File: src/rtl/decode_pkg.sv
// decode_pkg: opcode map, write-back select codes, control-word layout and link registers.
// DECODE_ILLEGAL_TRAP_EN adds the illegal bit at the top of the control word.
package decode_pkg;
  localparam int OP_W = 5;
  localparam logic [OP_W-1:0] OP_ALU  = 5'b00000;
  localparam logic [OP_W-1:0] OP_J    = 5'b00001;
  localparam logic [OP_W-1:0] OP_BNE  = 5'b00010;
  localparam logic [OP_W-1:0] OP_JAL  = 5'b00011;
  localparam logic [OP_W-1:0] OP_JR   = 5'b00100;
  localparam logic [OP_W-1:0] OP_ADDI = 5'b00101;
  localparam logic [OP_W-1:0] OP_BLT  = 5'b00110;
  localparam logic [OP_W-1:0] OP_SW   = 5'b00111;
  localparam logic [OP_W-1:0] OP_LW   = 5'b01000;
  localparam logic [OP_W-1:0] OP_SETX = 5'b10101;
  localparam logic [OP_W-1:0] OP_BEX  = 5'b10110;
  localparam logic [1:0] RWD_ALU = 2'b00;
  localparam logic [1:0] RWD_MEM = 2'b01;
  localparam logic [1:0] RWD_PC1 = 2'b10;
  localparam logic [1:0] RWD_TGT = 2'b11;
  localparam logic [4:0] LINK_JAL  = 5'd31;
  localparam logic [4:0] LINK_SETX = 5'd30;
  typedef struct packed {
`ifdef DECODE_ILLEGAL_TRAP_EN
    logic       illegal;
`endif
    logic       setx;
    logic       bex;
    logic       jr;
    logic       jal;
    logic       jp;
    logic       br_lt;
    logic       br_ne;
    logic       aluinb;
    logic [1:0] rwd;
    logic       rwe;
    logic       dmwe;
  } ctrl_t;
  localparam int CTRL_W       = $bits(ctrl_t);
  localparam int CTRL_DMWE    = 0;
  localparam int CTRL_RWE     = 1;
  localparam int CTRL_RWD     = 2;
  localparam int CTRL_ALUINB  = 4;
  localparam int CTRL_BR_NE   = 5;
  localparam int CTRL_BR_LT   = 6;
  localparam int CTRL_JP      = 7;
  localparam int CTRL_JAL     = 8;
  localparam int CTRL_JR      = 9;
  localparam int CTRL_BEX     = 10;
  localparam int CTRL_SETX    = 11;
  localparam int CTRL_ILLEGAL = 12;
endpackage

File: src/rtl/decode_ctrl_rom.sv
// decode_ctrl_rom: combinational opcode -> control word and source-register usage flags.
// Unmapped opcodes decode to all-zero control (illegal bit set under DECODE_ILLEGAL_TRAP_EN).
module decode_ctrl_rom
  import decode_pkg::*;
(
  input  logic [OP_W-1:0] opcode,
  output ctrl_t           ctrl,
  output logic            use_rs,
  output logic            use_rd,
  output logic            use_rt,
  output logic            is_alu,
  output logic            is_lw
);
  logic alu, j, bne, jal, jr, addi, blt, sw, lw, setx, bex;
  assign alu  = opcode == OP_ALU;
  assign j    = opcode == OP_J;
  assign bne  = opcode == OP_BNE;
  assign jal  = opcode == OP_JAL;
  assign jr   = opcode == OP_JR;
  assign addi = opcode == OP_ADDI;
  assign blt  = opcode == OP_BLT;
  assign sw   = opcode == OP_SW;
  assign lw   = opcode == OP_LW;
  assign setx = opcode == OP_SETX;
  assign bex  = opcode == OP_BEX;
  always_comb begin
    ctrl = '0;
    ctrl.dmwe   = sw;
    ctrl.rwe    = alu | addi | lw | jal | setx;
    ctrl.rwd    = lw ? RWD_MEM : jal ? RWD_PC1 : setx ? RWD_TGT : RWD_ALU;
    ctrl.aluinb = addi | sw | lw;
    ctrl.br_ne  = bne;
    ctrl.br_lt  = blt;
    ctrl.jp     = j | jal;
    ctrl.jal    = jal;
    ctrl.jr     = jr;
    ctrl.bex    = bex;
    ctrl.setx   = setx;
`ifdef DECODE_ILLEGAL_TRAP_EN
    ctrl.illegal = ~(alu | j | bne | jal | jr | addi | blt | sw | lw | setx | bex);
`endif
  end
  // sw/bne/blt/jr read the rd field as a source operand
  assign use_rs = alu | addi | sw | lw | bne | blt;
  assign use_rd = sw | bne | blt | jr;
  assign use_rt = alu;
  assign is_alu = alu;
  assign is_lw  = lw;
endmodule

File: src/rtl/pipelined_decode_stage.sv
// pipelined_decode_stage: registered valid/ready decode stage with load-use bubbles and flush.
// DECODE_ILLEGAL_TRAP_EN adds the illegal control bit and the saturating illegal_cnt port.
module pipelined_decode_stage
  import decode_pkg::*;
#(
  parameter int INSN_W          = 32,
  parameter int OPCODE_W        = 5,
  parameter int REG_W           = 5,
  parameter int PC_W            = 12,
  parameter int LOADUSE_BUBBLES = 1
) (
  input  logic              clock,
  input  logic              reset_n,
  input  logic              in_valid,
  output logic              in_ready,
  input  logic [INSN_W-1:0] in_insn,
  input  logic [PC_W-1:0]   in_pc,
  input  logic              flush,
  output logic              out_valid,
  input  logic              out_ready,
  output logic [PC_W-1:0]   out_pc,
  output logic [REG_W-1:0]  out_rd,
  output logic [REG_W-1:0]  out_rs,
  output logic [REG_W-1:0]  out_rt,
  output logic [31:0]       out_imm,
  output logic [26:0]       out_target,
  output logic [4:0]        out_aluop,
  output logic [4:0]        out_shamt,
  output logic [CTRL_W-1:0] out_ctrl
`ifdef DECODE_ILLEGAL_TRAP_EN
  ,
  output logic [7:0]        illegal_cnt
`endif
);
  localparam int RD_LSB = INSN_W - OPCODE_W - REG_W;
  localparam int RS_LSB = RD_LSB - REG_W;
  localparam int RT_LSB = RS_LSB - REG_W;
  localparam int BW     = LOADUSE_BUBBLES > 1 ? $clog2(LOADUSE_BUBBLES) : 1;
  logic [REG_W-1:0] f_rd, f_rs, f_rt, rd_fin;
  ctrl_t            dec_ctrl;
  logic             use_rs, use_rd, use_rt, dec_alu, dec_lw;
  logic             stall, reads, hazard, xfer;
  logic             valid_d, valid_q, lw_d, lw_q;
  logic [BW-1:0]    bcnt_d, bcnt_q;
  logic [PC_W-1:0]  pc_d, pc_q;
  logic [REG_W-1:0] rd_d, rd_q, rs_d, rs_q, rt_d, rt_q;
  logic [31:0]      imm_d, imm_q;
  logic [26:0]      target_d, target_q;
  logic [4:0]       aluop_d, aluop_q, shamt_d, shamt_q;
  ctrl_t            ctrl_d, ctrl_q;
  assign f_rd = in_insn[RD_LSB +: REG_W];
  assign f_rs = in_insn[RS_LSB +: REG_W];
  assign f_rt = in_insn[RT_LSB +: REG_W];
  decode_ctrl_rom u_rom (
    .opcode (in_insn[INSN_W-1 -: OPCODE_W]),
    .ctrl   (dec_ctrl),
    .use_rs (use_rs),
    .use_rd (use_rd),
    .use_rt (use_rt),
    .is_alu (dec_alu),
    .is_lw  (dec_lw)
  );
  always_comb begin
    rd_fin   = dec_ctrl.jal ? LINK_JAL : dec_ctrl.setx ? LINK_SETX : f_rd;
    ctrl_d   = ctrl_q;
    stall    = bcnt_q != '0;
    reads    = (use_rs & (f_rs == rd_q)) | (use_rd & (f_rd == rd_q)) | (use_rt & (f_rt == rd_q));
    // a load leaving while a dependent insn waits drains the stage for the bubble count
    hazard   = (LOADUSE_BUBBLES != 0) & valid_q & lw_q & (rd_q != '0) & in_valid & reads & out_ready;
    in_ready = (~valid_q | out_ready) & ~stall & ~flush & ~hazard;
    xfer     = in_valid & in_ready;
    valid_d  = flush ? 1'b0 : xfer ? 1'b1 : out_ready ? 1'b0 : valid_q;
    bcnt_d   = flush ? '0 : hazard ? BW'(LOADUSE_BUBBLES - 1) : stall ? bcnt_q - BW'(1) : bcnt_q;
    lw_d     = xfer ? dec_lw : lw_q;
    pc_d     = xfer ? in_pc : pc_q;
    rd_d     = xfer ? rd_fin : rd_q;
    rs_d     = xfer ? f_rs : rs_q;
    rt_d     = xfer ? f_rt : rt_q;
    imm_d    = xfer ? {{15{in_insn[16]}}, in_insn[16:0]} : imm_q;
    target_d = xfer ? in_insn[26:0] : target_q;
    aluop_d  = xfer ? (dec_alu ? in_insn[6:2] : 5'd0) : aluop_q;
    shamt_d  = xfer ? in_insn[11:7] : shamt_q;
    if (xfer) begin
      ctrl_d     = dec_ctrl;
      ctrl_d.rwe = dec_ctrl.rwe & (rd_fin != '0);
    end
  end
  always_ff @(posedge clock or negedge reset_n) begin
    if (!reset_n) begin
      valid_q  <= 1'b0;
      bcnt_q   <= '0;
      lw_q     <= 1'b0;
      pc_q     <= '0;
      rd_q     <= '0;
      rs_q     <= '0;
      rt_q     <= '0;
      imm_q    <= '0;
      target_q <= '0;
      aluop_q  <= '0;
      shamt_q  <= '0;
      ctrl_q   <= '0;
    end else begin
      valid_q  <= valid_d;
      bcnt_q   <= bcnt_d;
      lw_q     <= lw_d;
      pc_q     <= pc_d;
      rd_q     <= rd_d;
      rs_q     <= rs_d;
      rt_q     <= rt_d;
      imm_q    <= imm_d;
      target_q <= target_d;
      aluop_q  <= aluop_d;
      shamt_q  <= shamt_d;
      ctrl_q   <= ctrl_d;
    end
  end
`ifdef DECODE_ILLEGAL_TRAP_EN
  logic [7:0] illegal_cnt_d, illegal_cnt_q;
  always_comb begin
    illegal_cnt_d = (xfer & dec_ctrl.illegal & (illegal_cnt_q != 8'hFF)) ? illegal_cnt_q + 8'd1 : illegal_cnt_q;
  end
  always_ff @(posedge clock or negedge reset_n) begin
    if (!reset_n) illegal_cnt_q <= '0;
    else illegal_cnt_q <= illegal_cnt_d;
  end
  assign illegal_cnt = illegal_cnt_q;
`endif
  assign out_valid  = valid_q;
  assign out_pc     = pc_q;
  assign out_rd     = rd_q;
  assign out_rs     = rs_q;
  assign out_rt     = rt_q;
  assign out_imm    = imm_q;
  assign out_target = target_q;
  assign out_aluop  = aluop_q;
  assign out_shamt  = shamt_q;
  assign out_ctrl   = ctrl_q;
endmodule

File: config.mk
export PLATFORM = sky130hd
export DESIGN_NAME = pipelined_decode_stage
export DESIGN_NICKNAME = d
export VERILOG_FILES = /design/src/rtl/decode_pkg.sv /design/src/rtl/decode_ctrl_rom.sv /design/src/rtl/pipelined_decode_stage.sv
export SDC_FILE = /design/constraint.sdc
export NUM_CORES = 1
export LEC_CHECK = 0
export BUFFER_PORTS_ARGS = -buffer_cell sky130_fd_sc_hd__buf_2
export CORE_UTILIZATION = 53
export CTS_CLUSTER_SIZE = 30
export DETAILED_ROUTE_END_ITERATION = 10
export PLACE_DENSITY = 0.86
export SLEW_MARGIN = 20
export SYNTH_ARGS = -nofsm -noshare
export SYNTH_HDL_FRONTEND = slang
export SYNTH_HIERARCHICAL = 1
export SYNTH_SLANG_ARGS = --single-unit
File: constraint.sdc
create_clock -name clock -period 4.76 [get_ports clock]
set_input_delay 0.476 -clock clock [delete_from_list [all_inputs] [get_ports clock]]
set_output_delay 0.476 -clock clock [all_outputs]
set_load 0.01 [all_outputs]
==> results of run 1 <==
## final cells by class
type / instances / area [µm²] / area share
Clock buffer: 10 / 127.6 / 0.02852
Clock inverter: 5 / 50.05 / 0.01118
Inverter: 53 / 198.9 / 0.04445
Multi-Input combinational cell: 222 / 1578 / 0.3525
Sequential cell: 63 / 1577 / 0.3523
Tap cell: 99 / 123.9 / 0.02768
Timing Repair Buffer: 162 / 820.8 / 0.1834
## registers in the layout, indices dropped and copies added (netlist names)
register / flops
out_ctrl: 12
lw_q: 1
out_rt: 4
out_pc: 12
out_rs: 4
out_imm: 12
out_target: 7
out_rd: 5
out_aluop: 5
out_valid: 1
## path summary, 6_finish.rpt
path	start	to	slack, ns	cells past startpoint
max	in_insn[31]	in_ready	1.24	8
min	reset_n	out_imm[7]	0.30	2
max reg2reg	out_rd[1]	out_ctrl[5]	1.77	6
min reg2reg	out_pc[5]	out_pc[5]	0.52	2
max in group asynchronous	reset_n	out_rd[0]	3.94	2
min in group clock	in_insn[8]	out_imm[8]	0.37	3
## metrics by stage
step                      worst slack [ns]  instances  instance area [µm²]    util
final                                1.244        614                 4476  0.6204
after global routing                 1.062        614                 4476  0.6204
after CTS                           0.8521        614                 4464  0.6188
after detailed placement            0.8255        599                 4287  0.5942
after global placement              0.9574        599                 4287  0.5942
after floorplan                      1.769        430                 3945       -
## where the power goes
part | switching, µW | internal [µW] | leakage [µW] | total (µW)
sequential | 48.5 | 584 | 0.000822 | 632
clock | 201 | 235 | 0.0000957 | 436
combinational | 193 | 140 | 0.00130 | 333
total | 442 | 959 | 0.00222 | 1400
## critical path, delay by kind of cell
family / cells / cell delay, ns
AO/OA/AOI/OAI: 1 / 0.65
buffers and inverters: 2 / 0.33
AND/OR/NAND/NOR: 5 / 1.57
## routing by layer
layer | part of all wire | GRT usage | up-vias
li1 | - | - | 1640
met1 | 0.43 | 0.3481 | 1718
met2 | 0.50 | 0.4021 | 143
met3 | 0.053 | 0.03918 | 14
met4 | 0.015 | 0.09384 | 0
met5 | 0 | 0 | -
## Yosys cell counts (2+ instances only)
master / n / area, µm²
clkbuf_8: 2 / 27.53
buf_4: 59 / 442.9
a21oi_1: 12 / 60.06
dfrtp_1: 63 / 1577
nor2_1: 9 / 33.78
buf_6: 5 / 56.30
nor3b_1: 2 / 15.01
buf_2: 7 / 35.03
o2111ai_1: 3 / 26.28
inv_1: 53 / 198.9
nand2_1: 14 / 52.55
nand2b_1: 2 / 12.51
or3_1: 2 / 12.51
nor3_1: 7 / 35.03
nor4_1: 3 / 18.77
o21ai_0: 8 / 40.04
nand3b_1: 3 / 22.52
o31ai_1: 57 / 427.9
clkbuf_1: 19 / 71.32
nand4_1: 7 / 43.79
xnor2_1: 15 / 131.4
o211ai_1: 57 / 427.9
## cells in the final DEF (no fill, tap or decap), drive strengths merged, types with 2 or more instances in the layout
cell type  count
clkbuf        10
nor2           9
buf          162
or3            2
nand4          7
nand2         14
o2111ai        3
o211ai        57
nor3b          2
nor4           3
o31ai         57
o21ai         10
dfrtp         63
nand2b         2
or2            2
nand3b         3
a21oi         13
inv           53
clkinv         4
nor3           8
xnor2         15
## kinds of logic after synthesis
kind of cell	after synthesis	synth area share
muxes	1	0.002537
xor gates and xnor gates	15	0.03330
buffers and inverters	145	0.2109
and+or+nand+nor	61	0.08658
AOI/OAI and AO/OA	144	0.2645
adders and majority gates	1	0.002537
DFF	63	0.3996
==> qor.tcl, run 1 <==
set qor(drtAntennaViolNets) 0
set qor(floorplan.die.width_um) 88.28
set qor(hold_violations) 0
set qor(measured_slew_at_the_worst_slew_check_pin_ns) 1.065
set qor(cts_post_setup_buffers_inserted) 0
set qor(fmax_ghz) 0.2844
set qor(grt_first_pass_wirelength_mm) 15.21
set qor(drt-vias-per-instance) 5.725
set qor(detailedPlacementHpwl_mm) 6.730
set qor(remaining_drc_errors) 0
set qor(clk_root_buffer_cell) {clkbuf_8}
set qor(antenna_cells) 0
set qor(status) {complete, no violations}
set qor(postSynth.topFlopCell) {dfrtp_1}
set qor(floorplan.die.height_um) 88.28
set qor(fillerInstances) 658
set qor(finalSetupViolations) 0
set qor(cts.clk_slew.worst_paths_ns) 0.07
set qor(cp-end-kind) {output pin}
set qor(final_net_count) 560
set qor(cts-hold-fix-buffers) 0
set qor(max_stage_delay_cell_worst_path) {a21oi_4}
set qor(syn_area_um2) 3945
set qor(synth_enable_flop_cells) 0
set qor(synth_cell_types) 43
set qor(drv_slew) 0
set qor(rsz0062_at_grt) {no}
set qor(number_of_input_and_output_port_buffers_inserted) 158
set qor(worst_ir_drop_vdd_uv) 146.6
set qor(cts-htree-levels) 3
set qor(crit_path_cell_trace) {buf_2 -> or2_4 -> nor4_2 -> nand2_1 -> or2_2 -> a21oi_4 -> nor3_1 -> buf_2}
set qor(finalWirelength_mm) 10.05
set qor(core_um2) 7214
set qor(finalCriticalPeriod_ns) 3.516
set qor(clk_latency_ns) 0.34
set qor(cts_num_sinks) 63
set qor(first_iter_violations) 176
set qor(final.setup_skew_ns) 0.008950
set qor(post-route-period-util) 0.7386
set qor(drive_gt1_frac) 0.3650
set qor(path_max_fanout) 28
set qor(post_synthesis_register_bit_count) 63
set qor(cts_tree) {done}
set qor(cts.path.max_buffers) 2
set qor(slew_headroom) 0.2876
set qor(synth_nets) 479
set qor(detail_route.first_pass.iterations) 5
set qor(boundaryPins) 159
set qor(dieArea_um2) 7792
set qor(cp-start-kind) {input pin}
set qor(critPathRequiredTime_ns) 4.28
set qor(async_reset_ff_frac) 1.000
set qor(total_of_max_cap_violations) 0
set qor(critical_path_class) {input pin to output pin}
set qor(grt_start_max_net_pins) 64
set qor(synth_cells) 430
set qor(finalSetupTns_ns) 0
set qor(average_detailed_routed_wire_length_per_instance_um) 16.36
set qor(floorplan.initialDensity) 0.5468
set qor(syn-mean-instance-area_um2) 9.174
set qor(fp-row-count) 31
set qor(worst_hold_path_type) {input pin to asynchronous set/reset pin}
set qor(post_cts_resized) 0
set qor(grt_antenna_before_repair) 0
set qor(final.hold.worst_slack_ns) 0.2967
set qor(grt_pass1_vias) 3096
set qor(critPathMostFrequentCell) {buf_2}
set qor(gp_congestion) 0.8633
set qor(global_route.usage.total) 0.2521
set qor(grt_overflow) 0
set qor(synth.yosys.warnings) 6
set qor(powerDensity_nw_per_um2) 313.0
set qor(slowest_stage_delay_on_critical_path_ns) 0.65
set qor(ys_seq_area_frac) 0.3996
set qor(cts_buffers) 9
set qor(areaGrowthSynthToFinish_pct) 13.45
set qor(leakage_uw) 0.002222
set qor(num_vias) 3515
set qor(worst_ep_arrival_time_ns) 3.04
set qor(total_power_uw) 1401
Note: power is estimated with default switching activity, not from simulation.
==> run 2: changes to the inputs <==
Settings changed: CORE_UTILIZATION 53 to 49, PLACE_DENSITY 0.86 to 0.81.
Clock period 4.76 ns to 3.35 ns, I/O delays scaled along.
==> qor.tcl, run 2 (synthesized netlist as in run 1, its figures left out) <==
set qor(fillerInstances) 703
set qor(finalSetupViolations) 0
set qor(slew_headroom) 0.3819
set qor(fp-row-count) 32
set qor(fmax_ghz) 0.3679
set qor(layout.cells.most_common) {buf_2}
set qor(crit_path_cell_trace) {xnor2_1 -> nand4_1 -> or2_2 -> a21oi_4 -> nor3_1 -> buf_2}
set qor(leakage_uw) 0.002282
set qor(finalWirelength_mm) 9.895
set qor(first_iter_violations) 198
set qor(antenna_cells) 0
set qor(areaGrowthSynthToFinish_pct) 16.68
set qor(finalSetupTns_ns) 0
set qor(hold_violations) 0
set qor(drv_slew) 0
set qor(core_um2) 7767
set qor(rsz0062_at_grt) {no}
set qor(floorplan.die.height_um) 91.73
set qor(cp-start-kind) {flop}
set qor(clk_root_buffer_cell) {clkbuf_8}
set qor(remaining_drc_errors) 0
set qor(cts_post_setup_buffers_inserted) 0
set qor(number_of_input_and_output_port_buffers_inserted) 158
set qor(grt_pass1_vias) 3235
set qor(post-route-period-util) 0.8113
set qor(average_detailed_routed_wire_length_per_instance_um) 15.86
set qor(worst_ir_drop_vdd_uv) 178.6
set qor(num_vias) 3565
set qor(dieArea_um2) 8413
set qor(final.setup_skew_ns) 0.007584
set qor(detailedPlacementHpwl_mm) 6.982
set qor(cts_num_sinks) 63
set qor(cts_tree) {done}
set qor(cp.buffers_inverters) 1
set qor(post_cts_resized) 0
set qor(cts_buffers) 9
set qor(drive_gt1_frac) 0.3716
set qor(worst_hold_path_type) {input pin to asynchronous set/reset pin}
set qor(gp_congestion) 0.9099
set qor(critical_path_class) {flop to output pin}
set qor(critPathTopFamily) {simple AND/OR/NAND/NOR gates}
set qor(clk_latency_ns) 0.33
set qor(total_power_uw) 2152
set qor(final_net_count) 566
set qor(boundaryPins) 159
set qor(crit_path_start) {out_rd[3]}
set qor(cts.clk_slew.worst_paths_ns) 0.07
set qor(critPathRequiredTime_ns) 3.01
set qor(global_route.usage.total) 0.2367
set qor(floorplan.die.width_um) 91.73
set qor(total_of_max_cap_violations) 0
set qor(grt_first_pass_wirelength_mm) 15.89
set qor(fin_cells) 624
set qor(slowest_stage_delay_on_critical_path_ns) 0.48
set qor(cts-htree-levels) 3
set qor(cp-end-kind) {output pin}
set qor(finalCriticalPeriod_ns) 2.718
set qor(detail_route.first_pass.iterations) 5
set qor(drtAntennaViolNets) 0
set qor(grt_overflow) 0
set qor(worst_ep_arrival_time_ns) 2.38
set qor(path_max_fanout) 10
set qor(grt_start_max_net_pins) 48
set qor(cts.path.max_buffers) 2
set qor(grt_antenna_before_repair) 0
set qor(fin_util) 0.5926
set qor(status) {complete, no violations}
set qor(powerDensity_nw_per_um2) 467.6
set qor(placed_cells) 608
set qor(r2r-start) {out_rd[3]}
set qor(drt-vias-per-instance) 5.713
set qor(most-common-layout-cells) {158 x buf_2, 63 x dfrtp_1, 57 x o211ai_1, 57 x o31ai_1, 53 x inv_1}
set qor(cts-hold-fix-buffers) 0
set qor(measured_slew_at_the_worst_slew_check_pin_ns) 0.9272
set qor(max_stage_delay_cell_worst_path) {dfrtp_1}
set qor(floorplan.initialDensity) 0.5079
==> run 2: cell types whose count changed in the layout (fill, tap and decap cells not counted) <==
| cell | previous run | this run |
|---|---|---|
| buf_4 | 4 | 8 |
| nor4_2 | 1 | 0 |
| clkinv_2 | 4 | 0 |
| nand2_2 | 1 | 2 |
| clkbuf_8 | 9 | 13 |
| nor4_1 | 2 | 3 |
| nand2_4 | 1 | 0 |
| bufinv_16 | 1 | 2 |
| buf_12 | 0 | 2 |
==> run 2: worst paths after layout <==
kind | slack [ns] | depth (start not counted) | endpoint
max | 0.63 | 6 | in_ready
min | 0.14 | 1 | out_imm[7]
max reg2reg | 0.92 | 6 | out_aluop[4]
min reg2reg | 0.52 | 2 | out_pc[0]
max in group asynchronous | 2.36 | 2 | out_rd[2]
min in group clock | 0.24 | 3 | out_pc[11]
==> run 2: layer usage <==
| layer | GRT usage | part of all wire | up-vias |
|---|---|---|---|
| li1 | - | - | 1666 |
| met1 | 0.3223 | 0.43 | 1715 |
| met2 | 0.3810 | 0.48 | 166 |
| met3 | 0.03814 | 0.069 | 18 |
| met4 | 0.08724 | 0.019 | 0 |
| met5 | 0 | 0 | - |
==> run 2: metrics by stage <==
step / hold slack, ns / cell area (µm²) / setup WS (ns)
after floorplan: 0.03941 / 3945 / 0.6405
after global placement: 0.4989 / 4360 / 0.8156
after detailed placement: 0.5120 / 4360 / 0.7511
after CTS: 0.1651 / 4603 / 0.6264
after global routing: 0.2140 / 4603 / 0.5115
final: 0.1398 / 4603 / 0.6322
==> run 2: power by group <==
part	internal [µW]	total [µW]	switching, µW
clock	501	780	279
combinational	203	476	273
sequential	829	896	66.8
==> run 2: layout make-up <==
class | instances | area, µm² | share of cell area
clock buffers | 14 | 182.7 | 0.03968
clock inverters | 2 | 60.06 | 0.01305
inverters | 53 | 198.9 | 0.04322
multi-input cells | 222 | 1567 | 0.3403
flip-flops and latches | 63 | 1577 | 0.3425
well taps | 102 | 127.6 | 0.02772
repair buffers | 168 | 890.9 | 0.1935
